[config.mk]
export PLATFORM = sky130hd
export DESIGN_NAME = rs_sched_flat
export DESIGN_NICKNAME = d
export VERILOG_FILES = /design/src/rtl/rs_sched_pkg.sv /design/src/rtl/rs_sched_if.sv /design/src/rtl/rs_age_picker.sv /design/src/rtl/rs_sched.sv /design/src/flat_wrapper.sv
export SDC_FILE = /design/constraint.sdc
export NUM_CORES = 1
export LEC_CHECK = 0
export CAP_MARGIN = 10
export CORE_MARGIN = 2
export CORE_UTILIZATION = 45
export DETAILED_ROUTE_END_ITERATION = 10
export GPL_TIMING_DRIVEN = 1
export HOLD_SLACK_MARGIN = 0.1
export PLACE_DENSITY_LB_ADDON = 0.12
export SLEW_MARGIN = 20
export SYNTH_ARGS = -nofsm -noshare
export SYNTH_HDL_FRONTEND = slang
export SYNTH_SLANG_ARGS = --single-unit
export TNS_END_PERCENT = 10
[constraint.sdc]
create_clock -name clk -period 11.6 [get_ports clk]
set_input_delay 2.32 -clock clk [delete_from_list [all_inputs] [get_ports clk]]
set_output_delay 2.32 -clock clk [all_outputs]
set_load 0.005 [all_outputs]
[src/rtl/rs_sched_pkg.sv]
// Shared defaults and age arithmetic for the reservation-station scheduler.
package rs_sched_pkg;

    localparam int RS_DEPTH_DEF      = 8;
    localparam int MACHINE_WIDTH_DEF = 2;
    localparam int ISSUE_WIDTH_DEF   = 2;
    localparam int ROB_WIDTH_DEF     = 5;

    // Distance of a ROB tag from the head, modulo 2^age_w; smaller means older.
    function automatic logic [31:0] rel_age(input logic [31:0] age,
                                            input logic [31:0] head,
                                            input int          age_w);
        logic [31:0] mask;
        mask = (age_w >= 32) ? '1 : ((32'd1 << age_w) - 32'd1);
        return (age - head) & mask;
    endfunction

endpackage

[src/rtl/rs_sched_if.sv]
// Status/control bundle between the reservation-station array and its scheduler.
interface rs_sched_if
    import rs_sched_pkg::*;
#(
    parameter int RS_DEPTH      = RS_DEPTH_DEF,
    parameter int MACHINE_WIDTH = MACHINE_WIDTH_DEF,
    parameter int ISSUE_WIDTH   = ISSUE_WIDTH_DEF,
    parameter int ROB_WIDTH     = ROB_WIDTH_DEF
);

    logic [RS_DEPTH-1:0]                      rs_avail;
    logic [RS_DEPTH-1:0]                      rs_issued;
    logic [ISSUE_WIDTH-1:0][RS_DEPTH-1:0]     rs_wake_up;
    logic [RS_DEPTH-1:0][ROB_WIDTH:0]         rs_age;
    logic [RS_DEPTH-1:0][MACHINE_WIDTH-1:0]   alloc_sel;
    logic [ISSUE_WIDTH-1:0][RS_DEPTH-1:0]     issue_sel;
    logic [ISSUE_WIDTH-1:0]                   issue_valid;
    logic [RS_DEPTH-1:0]                      rs_use_en;

    modport master (
        input  rs_avail, rs_issued, rs_wake_up, rs_age,
        output alloc_sel, issue_sel, issue_valid, rs_use_en
    );

    modport slave (
        output rs_avail, rs_issued, rs_wake_up, rs_age,
        input  alloc_sel, issue_sel, issue_valid, rs_use_en
    );

endinterface

[src/rtl/rs_age_picker.sv]
// One-hot picker for a single issue port: oldest request when RS_SCHED_AGE_EN is
// defined, otherwise the lowest-index request (ages ignored, no comparators).
module rs_age_picker
    import rs_sched_pkg::*;
#(
    parameter int RS_DEPTH  = RS_DEPTH_DEF,
    parameter int ROB_WIDTH = ROB_WIDTH_DEF
) (
    input  logic [RS_DEPTH-1:0]              req,
    input  logic [RS_DEPTH-1:0][ROB_WIDTH:0] age,
    input  logic [ROB_WIDTH:0]               head,
    output logic [RS_DEPTH-1:0]              grant
);

`ifdef RS_SCHED_AGE_EN
    logic [ROB_WIDTH:0] best_age;
    logic [ROB_WIDTH:0] cur_age;
    logic               found;

    // Strict less-than keeps the earlier (lower-index) entry on a tie.
    always_comb begin
        grant    = '0;
        best_age = '0;
        cur_age  = '0;
        found    = 1'b0;
        for (int i = 0; i < RS_DEPTH; i++) begin
            if (req[i]) begin
                cur_age = (ROB_WIDTH+1)'(rel_age(32'(age[i]), 32'(head), ROB_WIDTH + 1));
                if (!found || cur_age < best_age) begin
                    found    = 1'b1;
                    best_age = cur_age;
                    grant    = '0;
                    grant[i] = 1'b1;
                end
            end
        end
    end
`else
    logic unused_age;

    assign grant      = req & (~req + 1'b1);
    assign unused_age = ^{age, head};
`endif

endmodule

[src/rtl/rs_sched.sv]
// Reservation-station scheduler: round-robin allocation and per-port issue select
// with a one-cycle grant register. RS_SCHED_AGE_EN selects oldest-first issue.
module rs_sched
    import rs_sched_pkg::*;
#(
    parameter int RS_DEPTH      = RS_DEPTH_DEF,
    parameter int MACHINE_WIDTH = MACHINE_WIDTH_DEF,
    parameter int ISSUE_WIDTH   = ISSUE_WIDTH_DEF,
    parameter int ROB_WIDTH     = ROB_WIDTH_DEF
) (
    input  logic                     clk,
    input  logic                     rst_n,
    input  logic                     pipe_flush,
    input  logic [MACHINE_WIDTH-1:0] dispatch_valid,
    input  logic [ROB_WIDTH:0]       rob_head,
    input  logic [ISSUE_WIDTH-1:0]   fu_ready,
    output logic                     dispatch_stall,
    rs_sched_if.master               bus
);

    localparam int PTR_W = (RS_DEPTH > 1) ? $clog2(RS_DEPTH) : 1;

    logic [PTR_W-1:0]                        alloc_ptr;
    logic [PTR_W-1:0]                        alloc_ptr_nxt;
    logic [RS_DEPTH-1:0]                     alloc_mask;
    logic [RS_DEPTH-1:0][MACHINE_WIDTH-1:0]  alloc_sel_c;
    logic                                    stall_nxt;
    logic [PTR_W:0]                          scan_sum;
    logic [PTR_W-1:0]                        scan_idx;
    int                                      nfree;
    int                                      slot_rank;

    logic [ISSUE_WIDTH-1:0][RS_DEPTH-1:0]    cand;
    logic [ISSUE_WIDTH-1:0][RS_DEPTH-1:0]    excl;
    logic [ISSUE_WIDTH-1:0][RS_DEPTH-1:0]    req;
    logic [ISSUE_WIDTH-1:0][RS_DEPTH-1:0]    grant;
    logic [ISSUE_WIDTH-1:0]                  grant_vld;
    logic [RS_DEPTH-1:0]                     grant_any;

    logic [ISSUE_WIDTH-1:0][RS_DEPTH-1:0]    issue_sel_p1;
    logic [ISSUE_WIDTH-1:0]                  vld_p1;
    logic [RS_DEPTH-1:0]                     pend_mask;

    // Stage 0: allocation. The n-th free entry in scan order pairs with the n-th valid slot.
    always_comb begin
        alloc_sel_c   = '0;
        alloc_mask    = '0;
        alloc_ptr_nxt = alloc_ptr;
        scan_sum      = '0;
        scan_idx      = '0;
        nfree         = 0;
        slot_rank     = 0;
        if (!dispatch_stall) begin
            for (int off = 0; off < RS_DEPTH; off++) begin
                scan_sum = {1'b0, alloc_ptr} + (PTR_W+1)'(off);
                if (scan_sum >= (PTR_W+1)'(RS_DEPTH))
                    scan_sum = scan_sum - (PTR_W+1)'(RS_DEPTH);
                scan_idx = scan_sum[PTR_W-1:0];
                if (bus.rs_avail[scan_idx]) begin
                    slot_rank = 0;
                    for (int k = 0; k < MACHINE_WIDTH; k++) begin
                        if (dispatch_valid[k]) begin
                            if (slot_rank == nfree) begin
                                alloc_sel_c[scan_idx][k] = 1'b1;
                                alloc_mask[scan_idx]     = 1'b1;
                                alloc_ptr_nxt = (scan_idx == PTR_W'(RS_DEPTH - 1)) ?
                                                '0 : scan_idx + 1'b1;
                            end
                            slot_rank++;
                        end
                    end
                    nfree++;
                end
            end
        end
    end

    // Conservative: a full group must still fit in whatever stays free after this cycle.
    assign stall_nxt     = ($countones(bus.rs_avail & ~alloc_mask) < MACHINE_WIDTH);
    assign bus.alloc_sel = alloc_sel_c;

    // Stage 0: issue select, port 0 first; later ports skip earlier winners.
    for (genvar p = 0; p < ISSUE_WIDTH; p++) begin : g_port
        if (p == 0) begin : g_first
            assign excl[p] = '0;
        end else begin : g_rest
            assign excl[p] = excl[p-1] | grant[p-1];
        end

        assign cand[p] = bus.rs_wake_up[p] & ~bus.rs_issued & ~bus.rs_avail & ~pend_mask;
        assign req[p]  = fu_ready[p] ? (cand[p] & ~excl[p]) : '0;

        rs_age_picker #(
            .RS_DEPTH  (RS_DEPTH),
            .ROB_WIDTH (ROB_WIDTH)
        ) u_picker (
            .req   (req[p]),
            .age   (bus.rs_age),
            .head  (rob_head),
            .grant (grant[p])
        );

        assign grant_vld[p] = |grant[p];
    end

    always_comb begin
        grant_any = '0;
        for (int p = 0; p < ISSUE_WIDTH; p++)
            grant_any |= grant[p];
    end

    // Stage 1: registered grants. pend_mask doubles as rs_use_en and hides the
    // granted entries until the array reports them issued.
    always_ff @(posedge clk or negedge rst_n) begin
        if (!rst_n) begin
            alloc_ptr      <= '0;
            dispatch_stall <= 1'b0;
            issue_sel_p1   <= '0;
            vld_p1         <= '0;
            pend_mask      <= '0;
        end else if (pipe_flush) begin
            alloc_ptr      <= '0;
            dispatch_stall <= 1'b0;
            issue_sel_p1   <= '0;
            vld_p1         <= '0;
            pend_mask      <= '0;
        end else begin
            alloc_ptr      <= alloc_ptr_nxt;
            dispatch_stall <= stall_nxt;
            issue_sel_p1   <= grant;
            vld_p1         <= grant_vld;
            pend_mask      <= grant_any;
        end
    end

    assign bus.issue_sel   = issue_sel_p1;
    assign bus.issue_valid = vld_p1;
    assign bus.rs_use_en   = pend_mask;

endmodule
[src/flat_wrapper.sv]
// flat-port wrapper written by rule: the top's interface ports become plain ports
module rs_sched_flat import rs_sched_pkg::*;
#(
    parameter int RS_DEPTH      = RS_DEPTH_DEF,
    parameter int MACHINE_WIDTH = MACHINE_WIDTH_DEF,
    parameter int ISSUE_WIDTH   = ISSUE_WIDTH_DEF,
    parameter int ROB_WIDTH     = ROB_WIDTH_DEF
)
  (clk, rst_n, pipe_flush, dispatch_valid, rob_head, fu_ready, dispatch_stall, bus_rs_avail, bus_rs_issued, bus_rs_wake_up, bus_rs_age, bus_alloc_sel, bus_issue_sel, bus_issue_valid, bus_rs_use_en);
  rs_sched_if #(.RS_DEPTH(RS_DEPTH), .MACHINE_WIDTH(MACHINE_WIDTH), .ISSUE_WIDTH(ISSUE_WIDTH), .ROB_WIDTH(ROB_WIDTH)) bus_i ();
  input  logic clk;
  input  logic rst_n;
  input  logic pipe_flush;
  input  logic [MACHINE_WIDTH-1:0] dispatch_valid;
  input  logic [ROB_WIDTH:0] rob_head;
  input  logic [ISSUE_WIDTH-1:0] fu_ready;
  output logic dispatch_stall;
  input wire logic [$bits(bus_i.rs_avail)-1:0] bus_rs_avail;
  input wire logic [$bits(bus_i.rs_issued)-1:0] bus_rs_issued;
  input wire logic [$bits(bus_i.rs_wake_up)-1:0] bus_rs_wake_up;
  input wire logic [$bits(bus_i.rs_age)-1:0] bus_rs_age;
  output wire logic [$bits(bus_i.alloc_sel)-1:0] bus_alloc_sel;
  output wire logic [$bits(bus_i.issue_sel)-1:0] bus_issue_sel;
  output wire logic [$bits(bus_i.issue_valid)-1:0] bus_issue_valid;
  output wire logic [$bits(bus_i.rs_use_en)-1:0] bus_rs_use_en;
  assign bus_i.rs_avail = bus_rs_avail;
  assign bus_i.rs_issued = bus_rs_issued;
  assign bus_i.rs_wake_up = bus_rs_wake_up;
  assign bus_i.rs_age = bus_rs_age;
  assign bus_alloc_sel = bus_i.alloc_sel;
  assign bus_issue_sel = bus_i.issue_sel;
  assign bus_issue_valid = bus_i.issue_valid;
  assign bus_rs_use_en = bus_i.rs_use_en;
  rs_sched #(.RS_DEPTH(RS_DEPTH), .MACHINE_WIDTH(MACHINE_WIDTH), .ISSUE_WIDTH(ISSUE_WIDTH), .ROB_WIDTH(ROB_WIDTH)) u_core (.clk(clk), .rst_n(rst_n), .pipe_flush(pipe_flush), .dispatch_valid(dispatch_valid), .rob_head(rob_head), .fu_ready(fu_ready), .dispatch_stall(dispatch_stall), .bus(bus_i));
endmodule
Yosys cells after proc, flatten, opt, wreduce, memory -nomap -nowiden
Cells that the tools add are included.

cells by class
  $add $sub $neg = 38
  magnitude comparators = 25
  equality and inequality tests = 16
  multiplexer cells = 296
  bitwise operators = 48
  reductions and logical operators = 18

operator list
  operator               count
  $mux 16                64
  $mux 32                29
  $mux 8                 66
  $logic_not 32->1       8
  $or 16x16->16          15
  $eq 32x32->1           7
  $mux 3                 69
  $add 32x2->32 const B  6
  $or 8x8->8             16
  $add 32x32->32         3
  $demux 2 s3            16
  $and 8x8->8            10
  $not 8->8              7
  $lt 3x4->1 const B     8
  $lt 32x3->1 const B    1
  $ge 4x4->1 const B     7
  $mux 1                 27
  $add 3x1->3 const B    8
  $bmux 1 s3             8
  $demux 1 s3            8
  $eq 3x3->1 const B     8
  $ge 3x1->1 const B     8
  $sub 3x1->3 const B    8
  $mux 2                 9
  other kinds (9)        25

storage, ports and cells
  register bits after elaboration = 30
  input port bits = 93
  output and inout port bits = 43
  logic and storage cells = 447

Longest topological paths before layout
Gate-level depths: netlist of the first run.

  depth after elaboration = 92
  depth in mapped cells = 41
  depth with buffers taken out = 34

By module
From an unflattened synthesis of the first run, not the netlist that was laid out.

unflattened totals
  cell total of the unflattened synthesis = 714
  area, all modules = 5330.1 µm²

modules (own cells, without submodules)
  module         instances  cells an instance  area an instance (µm²)  seq. area each (µm²)
  rs_sched       1          694                5162.5                  750.7
  rs_age_picker  2          10                 83.8                    0.0

Worst setup path after synthesis of the first run
Ideal clock, no wire load.

  path kind = in2out
  start = input port bus_rs_avail[6]
  end = output port bus_alloc_sel[0]
  arrival time = 7510 ps
  required time = 9280 ps
  setup slack = 1770 ps
  cell stages on the path = 26
  path buffers = 4
  path through = clkbuf_1 -> mux2_2 -> mux4_2 -> clkbuf_1 -> ha_1 -> clkbuf_1 -> o21ai_1 -> nand2_1 -> ha_1 -> nand2_1 -> o21ai_0 -> ha_1 -> nor2_1 -> nor2_1 -> ha_1 -> nand2_1 -> o31ai_1 -> ha_1 -> xor3_1 -> xnor2_1 -> a311oi_1 -> a21o_1 -> and2_1 -> buf_2 -> nand4_1 -> a31oi_1

between the ends
  cells in the longest elaborated chain, start to end = 74
  elaborated cells on any way between the ends = 122
  classes of those cells = 6 x add/sub; 7 x eq/ne; 88 x mux; 14 x bitwise; 7 x reduce/logical

ends and longest elaborated chain
  item                                                    line                RTL
  start: declaration                                      flat_wrapper.sv:18  input wire logic [$bits(bus_i.rs_avail)-1:0] bus_rs_avail;
  branches (longest 72 deep; another with $add 32x2->32)  n/a
  $mux 16 (*)                                             rs_sched.sv:59      if (bus.rs_avail[scan_idx]) begin
  $mux 16 (*)                                             rs_sched.sv:53      if (!dispatch_stall) begin
  end: declaration                                        flat_wrapper.sv:22  output wire logic [$bits(bus_i.alloc_sel)-1:0] bus_alloc_sel;

Every way passes the cells marked *. The select of a mux whose other input is x is not followed.

Final worst setup path of the first run
  start = input port bus_rs_avail[7]
  end = output port bus_alloc_sel[10]

Same word-level chain as after synthesis.

==> results.sh, run 1 <==
export IMPL_status="completed"
export IMPL_antenna_cells=0
export IMPL_syn_avg_cell_area_um2=7.40
export IMPL_htreeDepth=2
export IMPL_routedWlPerCell_um=23.6
export IMPL_portBuffers=81
export IMPL_grt_pass1_wl_um=34300
export IMPL_routed_wl_um=22000
export IMPL_ios=136
export IMPL_crit_fanout=8
export IMPL_place_detailed_hpwl_um=16700
export IMPL_crit_path_top_delay_cell="clkdlybuf4s50_1"
export IMPL_start_kind="primary input"
export IMPL_ant_nets=0
export IMPL_clock_sinks=30
export IMPL_reg2reg_depth=34
export IMPL_synthTopCellsByArea="dfrtp_1 14%, ha_1 7.9%, mux4_2 4.6%, nand2_1 4.4%, nor2_1 4.4%"
export IMPL_skew_ns=0.00435
export IMPL_setup_tns_ns=0
export IMPL_rrSetupSlack_ns=2.10
export IMPL_drt_initial_drc_count=839
export IMPL_clkSlewWorstSetupHoldPaths_ns=0.05
export IMPL_fmax_ghz=0.0887
export IMPL_dieArea_um2=12900
export IMPL_r2r_end="u_core.dispatch_stall"
export IMPL_synth_edf_count=0
export IMPL_drc=0
export IMPL_drv_cap=0
export IMPL_drive_above_1_share_pct=9.78
export IMPL_core_area_um2=11900
export IMPL_seq_area_frac_synth_pct=13.9
export IMPL_clockRootBuffer="clkbuf_16"
export IMPL_worstHoldStart="u_core.bus.rs_use_en[7]"
export IMPL_drt_vias_per_instance=6.94
export IMPL_worst_setup_path_end_kind="output pin"
export IMPL_multi_input_area_um2=4280
export IMPL_dp_cells=926
export IMPL_r2r_start="u_core.alloc_ptr[0]"
export IMPL_cp_common_cell="ha_1"
export IMPL_synth_cell_types=81
export IMPL_num_rows=40
export IMPL_slew_headroom_pct=32.3
export IMPL_cts_tree="built"
export IMPL_finalHoldViolCount=0
export IMPL_synth_top_area_cell="dfrtp_1"
export IMPL_ctsHoldBuffers=0
export IMPL_final_nets=918
export IMPL_yosysTopAreaCellShare_pct=13.9
export IMPL_utilization_pct=55.2
export IMPL_ys_async_sr_fraction_pct=100
export IMPL_critPathMaxStageDelay_ns=0.56
export IMPL_first_pass_iters=6
export IMPL_critPathKind="primary input to output pin"
export IMPL_n_fill_cell=1162
export IMPL_hold_depth=3
export IMPL_syn_inst=730
export IMPL_grt_max_degree=48
export IMPL_die_y_um=114
export IMPL_grt_pass1_vias=6314
export IMPL_fin_crit_ns=11.27
export IMPL_start_util_pct=45.6
export IMPL_clock_latency_ns=0.27
export IMPL_finalCritPeriodShare_pct=97.2
export IMPL_crit_required_ns=9.28
export IMPL_vias=6482
export IMPL_grt_setup_unrepaired="no"
export IMPL_numCtsBuffers=5
export IMPL_worstPathArrival_ns=8.95
export IMPL_holdPathEnd="u_core.bus.issue_sel[15]"
export IMPL_slew_violations=0
export IMPL_ff_latch_area_um2=751
export IMPL_hold_class="flip-flop to flip-flop"
export IMPL_place_congestion=1.05
export IMPL_netlist_area_um2=5410
export IMPL_synth_seq_cells=30
export IMPL_final_cells=934
export IMPL_tightest_slew_ns=1.02
export IMPL_synth_nets=861
export IMPL_synth_top_cells_by_count="64 x nand2_1, 64 x nor2_1, 45 x clkbuf_1, 37 x o21ai_0, 34 x ha_1"
export IMPL_dieWidth_um=114
export IMPL_area_growth_pct=21.1
export IMPL_final_setup_viol_count=0
export IMPL_ys_warn_count=0
export IMPL_ctsLongestPathBuffers=2
export IMPL_antenna_found_initial=1
export IMPL_synth_flop_cell="dfrtp_1"
export IMPL_grt_usage_pct=33.9
export IMPL_gr_total_overflow=0
-- cell type report --
cell class                      instances  area share (%)
Clock inverter                          1           0.459
Clock buffer                            6            2.12
Timing Repair Buffer                  110            15.8
Multi-Input combinational cell        605            65.3
Tap cell                              147            2.81
Sequential cell                        30            11.5
Inverter                               35            2.01
-- state kept, by name, summed over array words and instances (netlist names) --
register                count
u_core.alloc_ptr            3
u_core.bus.issue_sel       16
u_core.bus.issue_valid      2
u_core.bus.rs_use_en        8
u_core.dispatch_stall       1
-- layer usage --
layer	vias to the layer above	track usage, %	routed length [µm]
met5	-	0	13
met2	377	55.4	10000
met3	71	8.61	2320
li1	2903	-	-
met4	2	10.7	788
met1	3129	44.1	8900
-- cell usage in the layout (no fill, tap or decap), types with 5 or more instances in the layout --
cell	count
buf_4	29
and2_1	20
o211ai_1	11
nor3_1	26
and3_1	13
o221ai_1	8
nor2b_1	12
a211oi_1	5
or3_1	7
a32oi_1	9
clkbuf_16	5
ha_1	33
a21oi_1	31
mux2i_1	13
o31ai_1	6
o22ai_1	15
a21o_1	8
a22oi_1	13
a32o_1	7
nor2_1	64
o21ai_0	37
dfrtp_1	30
nand4_1	26
nand3_1	26
a31oi_1	21
a211o_1	5
and4_1	6
mux4_2	11
inv_1	33
clkdlybuf4s50_1	79
nand2_1	64
or2_2	8
-- cells by family (layout without fill, tap and decap cells) --
family	Yosys count	in the layout	synth area share, %
AOI/OAI and AO/OA	225	225	29.5
and+or+nand+nor	303	303	29.6
muxes	29	29	8.10
buffers and inverters	95	152	7.04
xor gates and xnor gates	9	9	2.38
DFF	30	30	13.9
adders and majority gates	39	39	9.54
-- timing repair --
item,in CTS,in global routing
endpoints found under the setup margin,0,7
buffers inserted,0,1
gates resized for setup,0,4
-- how the worst max path moves through the flow --
stage | end | from | slack (ns) | cells after the start
6_report | bus_alloc_sel[10] | bus_rs_avail[7] | 0.33 | 25
5_1_grt | bus_alloc_sel[10] | bus_rs_avail[7] | 0.03 | 25
4_1_cts | bus_alloc_sel[9] | bus_rs_avail[6] | 0.31 | 25
3_5_place_dp | bus_alloc_sel[9] | bus_rs_avail[6] | 0.33 | 25
3_3_place_gp | bus_alloc_sel[14] | bus_rs_avail[6] | 0.40 | 25
2_1_floorplan | bus_alloc_sel[0] | bus_rs_avail[6] | 1.77 | 26
-- metrics by stage --
stage / cell area [µm²] / worst slack (ns) / hold WS [ns]
final: 6550 / 0.329 / 0.592
after global routing: 6550 / 0.0279 / 0.647
after CTS: 6530 / 0.314 / 0.601
after detailed placement: 6360 / 0.329 / 0.596
after global placement: 6360 / 0.402 / 0.585
after floorplan: 5410 / 1.77 / 0.554
-- worst max-delay path: cells and delay by family --
kind / cells / cell delay [ns]
mux: 2 / 0.83
simple gates: 8 / 1.32
xor+xnor: 2 / 0.57
buf+inv: 3 / 1.19
compound gates: 5 / 1.05
fa+ha+maj: 5 / 1.66
Power of run 1 is left out: the tool's default activity adds up to more than one toggle a clock period on the data nets, which glitch-free logic cannot reach.
==> run 2, diff against run 1 <==
- CTS_CLUSTER_SIZE: default -> 40
- DONT_BUFFER_PORTS: default -> 1
==> run 2 against run 1 <==
- count of clock-buffer cells in the layout unchanged
- die area unchanged
- final area decreased by 15%
- largest cell class unchanged
==> results.sh, run 2 (synthesis results as in run 1) <==
export IMPL_status="completed"
export IMPL_crit_path_top_delay_cell="mux4_2"
export IMPL_whs_ns=0.615
export IMPL_antenna_found_initial=0
export IMPL_cts_setup_buffers=0
export IMPL_htreeDepth=2
export IMPL_skew_ns=0.00458
export IMPL_first_pass_iters=8
export IMPL_final_cells=836
export IMPL_worstPathArrival_ns=8.37
export IMPL_tightest_slew_ns=1.22
export IMPL_clockRootBuffer="clkbuf_16"
export IMPL_vias=6163
export IMPL_clkSlewWorstSetupHoldPaths_ns=0.05
export IMPL_dieWidth_um=114
export IMPL_final_cell_mix="64 x nand2_1, 64 x nor2_1, 37 x o21ai_0"
export IMPL_ctsLongestPathBuffers=2
export IMPL_place_detailed_hpwl_um=15700
export IMPL_slew_headroom_pct=18.3
export IMPL_cts_tree="built"
export IMPL_ant_nets=0
export IMPL_clock_latency_ns=0.27
export IMPL_finalHoldViolCount=0
export IMPL_place_congestion=1.01
export IMPL_multi_input_area_um2=4270
export IMPL_worst_setup_path_end_kind="output pin"
export IMPL_area_growth_pct=3.13
export IMPL_final_nets=819
export IMPL_largest_register_ffs=16
export IMPL_start_util_pct=45.6
export IMPL_numCtsBuffers=5
export IMPL_ios=136
export IMPL_grt_setup_unrepaired="no"
export IMPL_n_fill_cell=1224
export IMPL_routed_wl_um=21400
export IMPL_clock_sinks=30
export IMPL_grt_pass1_wl_um=33100
export IMPL_routedWlPerCell_um=25.6
export IMPL_cp_common_cell="ha_1"
export IMPL_dieArea_um2=12900
export IMPL_portBuffers=0
export IMPL_crit_required_ns=9.28
export IMPL_critPathKind="primary input to output pin"
export IMPL_grt_max_degree=48
export IMPL_start_kind="primary input"
export IMPL_core_area_um2=11900
export IMPL_drive_above_1_share_pct=8.42
export IMPL_critPathMaxStageDelay_ns=0.67
export IMPL_crit_family="adder cells"
export IMPL_hold_class="flip-flop to flip-flop"
export IMPL_fmax_ghz=0.0935
export IMPL_die_y_um=114
export IMPL_finalCritPeriodShare_pct=92.2
export IMPL_grt_pass1_vias=5862
export IMPL_antenna_cells=0
export IMPL_gr_total_overflow=0
export IMPL_cts_resized=0
export IMPL_path_buf_inv=2
export IMPL_dp_cells=828
export IMPL_drc=0
export IMPL_final_setup_viol_count=0
export IMPL_drt_initial_drc_count=819
export IMPL_num_rows=40
export IMPL_setup_tns_ns=0
export IMPL_drt_vias_per_instance=7.37
export IMPL_ctsHoldBuffers=0
export IMPL_fin_crit_ns=10.69
export IMPL_grt_usage_pct=32.7
export IMPL_crit_fanout=14
export IMPL_drv_cap=0
export IMPL_crit_chain="mux2_2, mux4_2, ha_1, buf_4, inv_1, nand3_1, nand2_1, ha_1, nand2_1, o21ai_0, ha_1, nor2_1, nor2_1, ha_1, nand2_1, o31ai_1, ha_1, xor3_1, xnor2_1, a311oi_1, a21o_1, and2_1, a41oi_1, a21oi_1"
export IMPL_ff_latch_area_um2=751
export IMPL_slew_violations=0
==> run 2: tightest hold or removal path, delay by kind of cell (launching register included) <==
kind               cells  cell delay, ns
DFF                    1            0.37
AOI/OAI and AO/OA      1            0.06
and+or+nand+nor        2            0.15
==> run 2: worst paths after layout <==
| kind | from | to | slack [ns] | cells past startpoint |
|---|---|---|---|---|
| max | bus_rs_avail[6] | bus_alloc_sel[9] | 0.91 | 24 |
| min reg2reg | u_core.bus.rs_use_en[7] | u_core.bus.issue_valid[0] | 0.62 | 3 |
| min | u_core.bus.rs_use_en[7] | u_core.bus.issue_valid[0] | 0.62 | 3 |
| min in group asynchronous | rst_n | u_core.bus.rs_use_en[5] | 1.74 | 0 |
| max in group asynchronous | rst_n | u_core.bus.issue_sel[8] | 9.78 | 0 |
| max reg2reg | u_core.alloc_ptr[1] | u_core.dispatch_stall | 1.58 | 36 |
==> run 2: final cells by class <==
type | instances | share of cell area [%]
flip-flops and latches | 30 | 13.5
clock inverters | 2 | 0.224
well taps | 147 | 3.30
multi-input cells | 605 | 76.7
inverters | 35 | 2.36
clock buffers | 6 | 2.49
repair buffers | 11 | 1.48
==> run 2: per-stage QoR <==
| step | cell area (µm²) | setup WS, ns | utilization [%] |
|---|---|---|---|
| after floorplan | 5410 | 1.77 | - |
| after global placement | 5420 | 1.12 | 45.7 |
| after detailed placement | 5420 | 1.09 | 45.7 |
| after CTS | 5570 | 1.07 | 47.0 |
| after global routing | 5570 | 0.575 | 47.0 |
| final | 5570 | 0.905 | 47.0 |
==> run 2: per-layer routing <==
layer  GRT usage [%]  vias to the layer above  routed length, µm
met4            14.5                        0                973
met1            44.1                     2954               8570
li1                -                     2707                  -
met2            49.3                      424               9260
met5               0                        -                  0
met3            8.66                       78               2630
Power of run 2 is left out for the same reason.
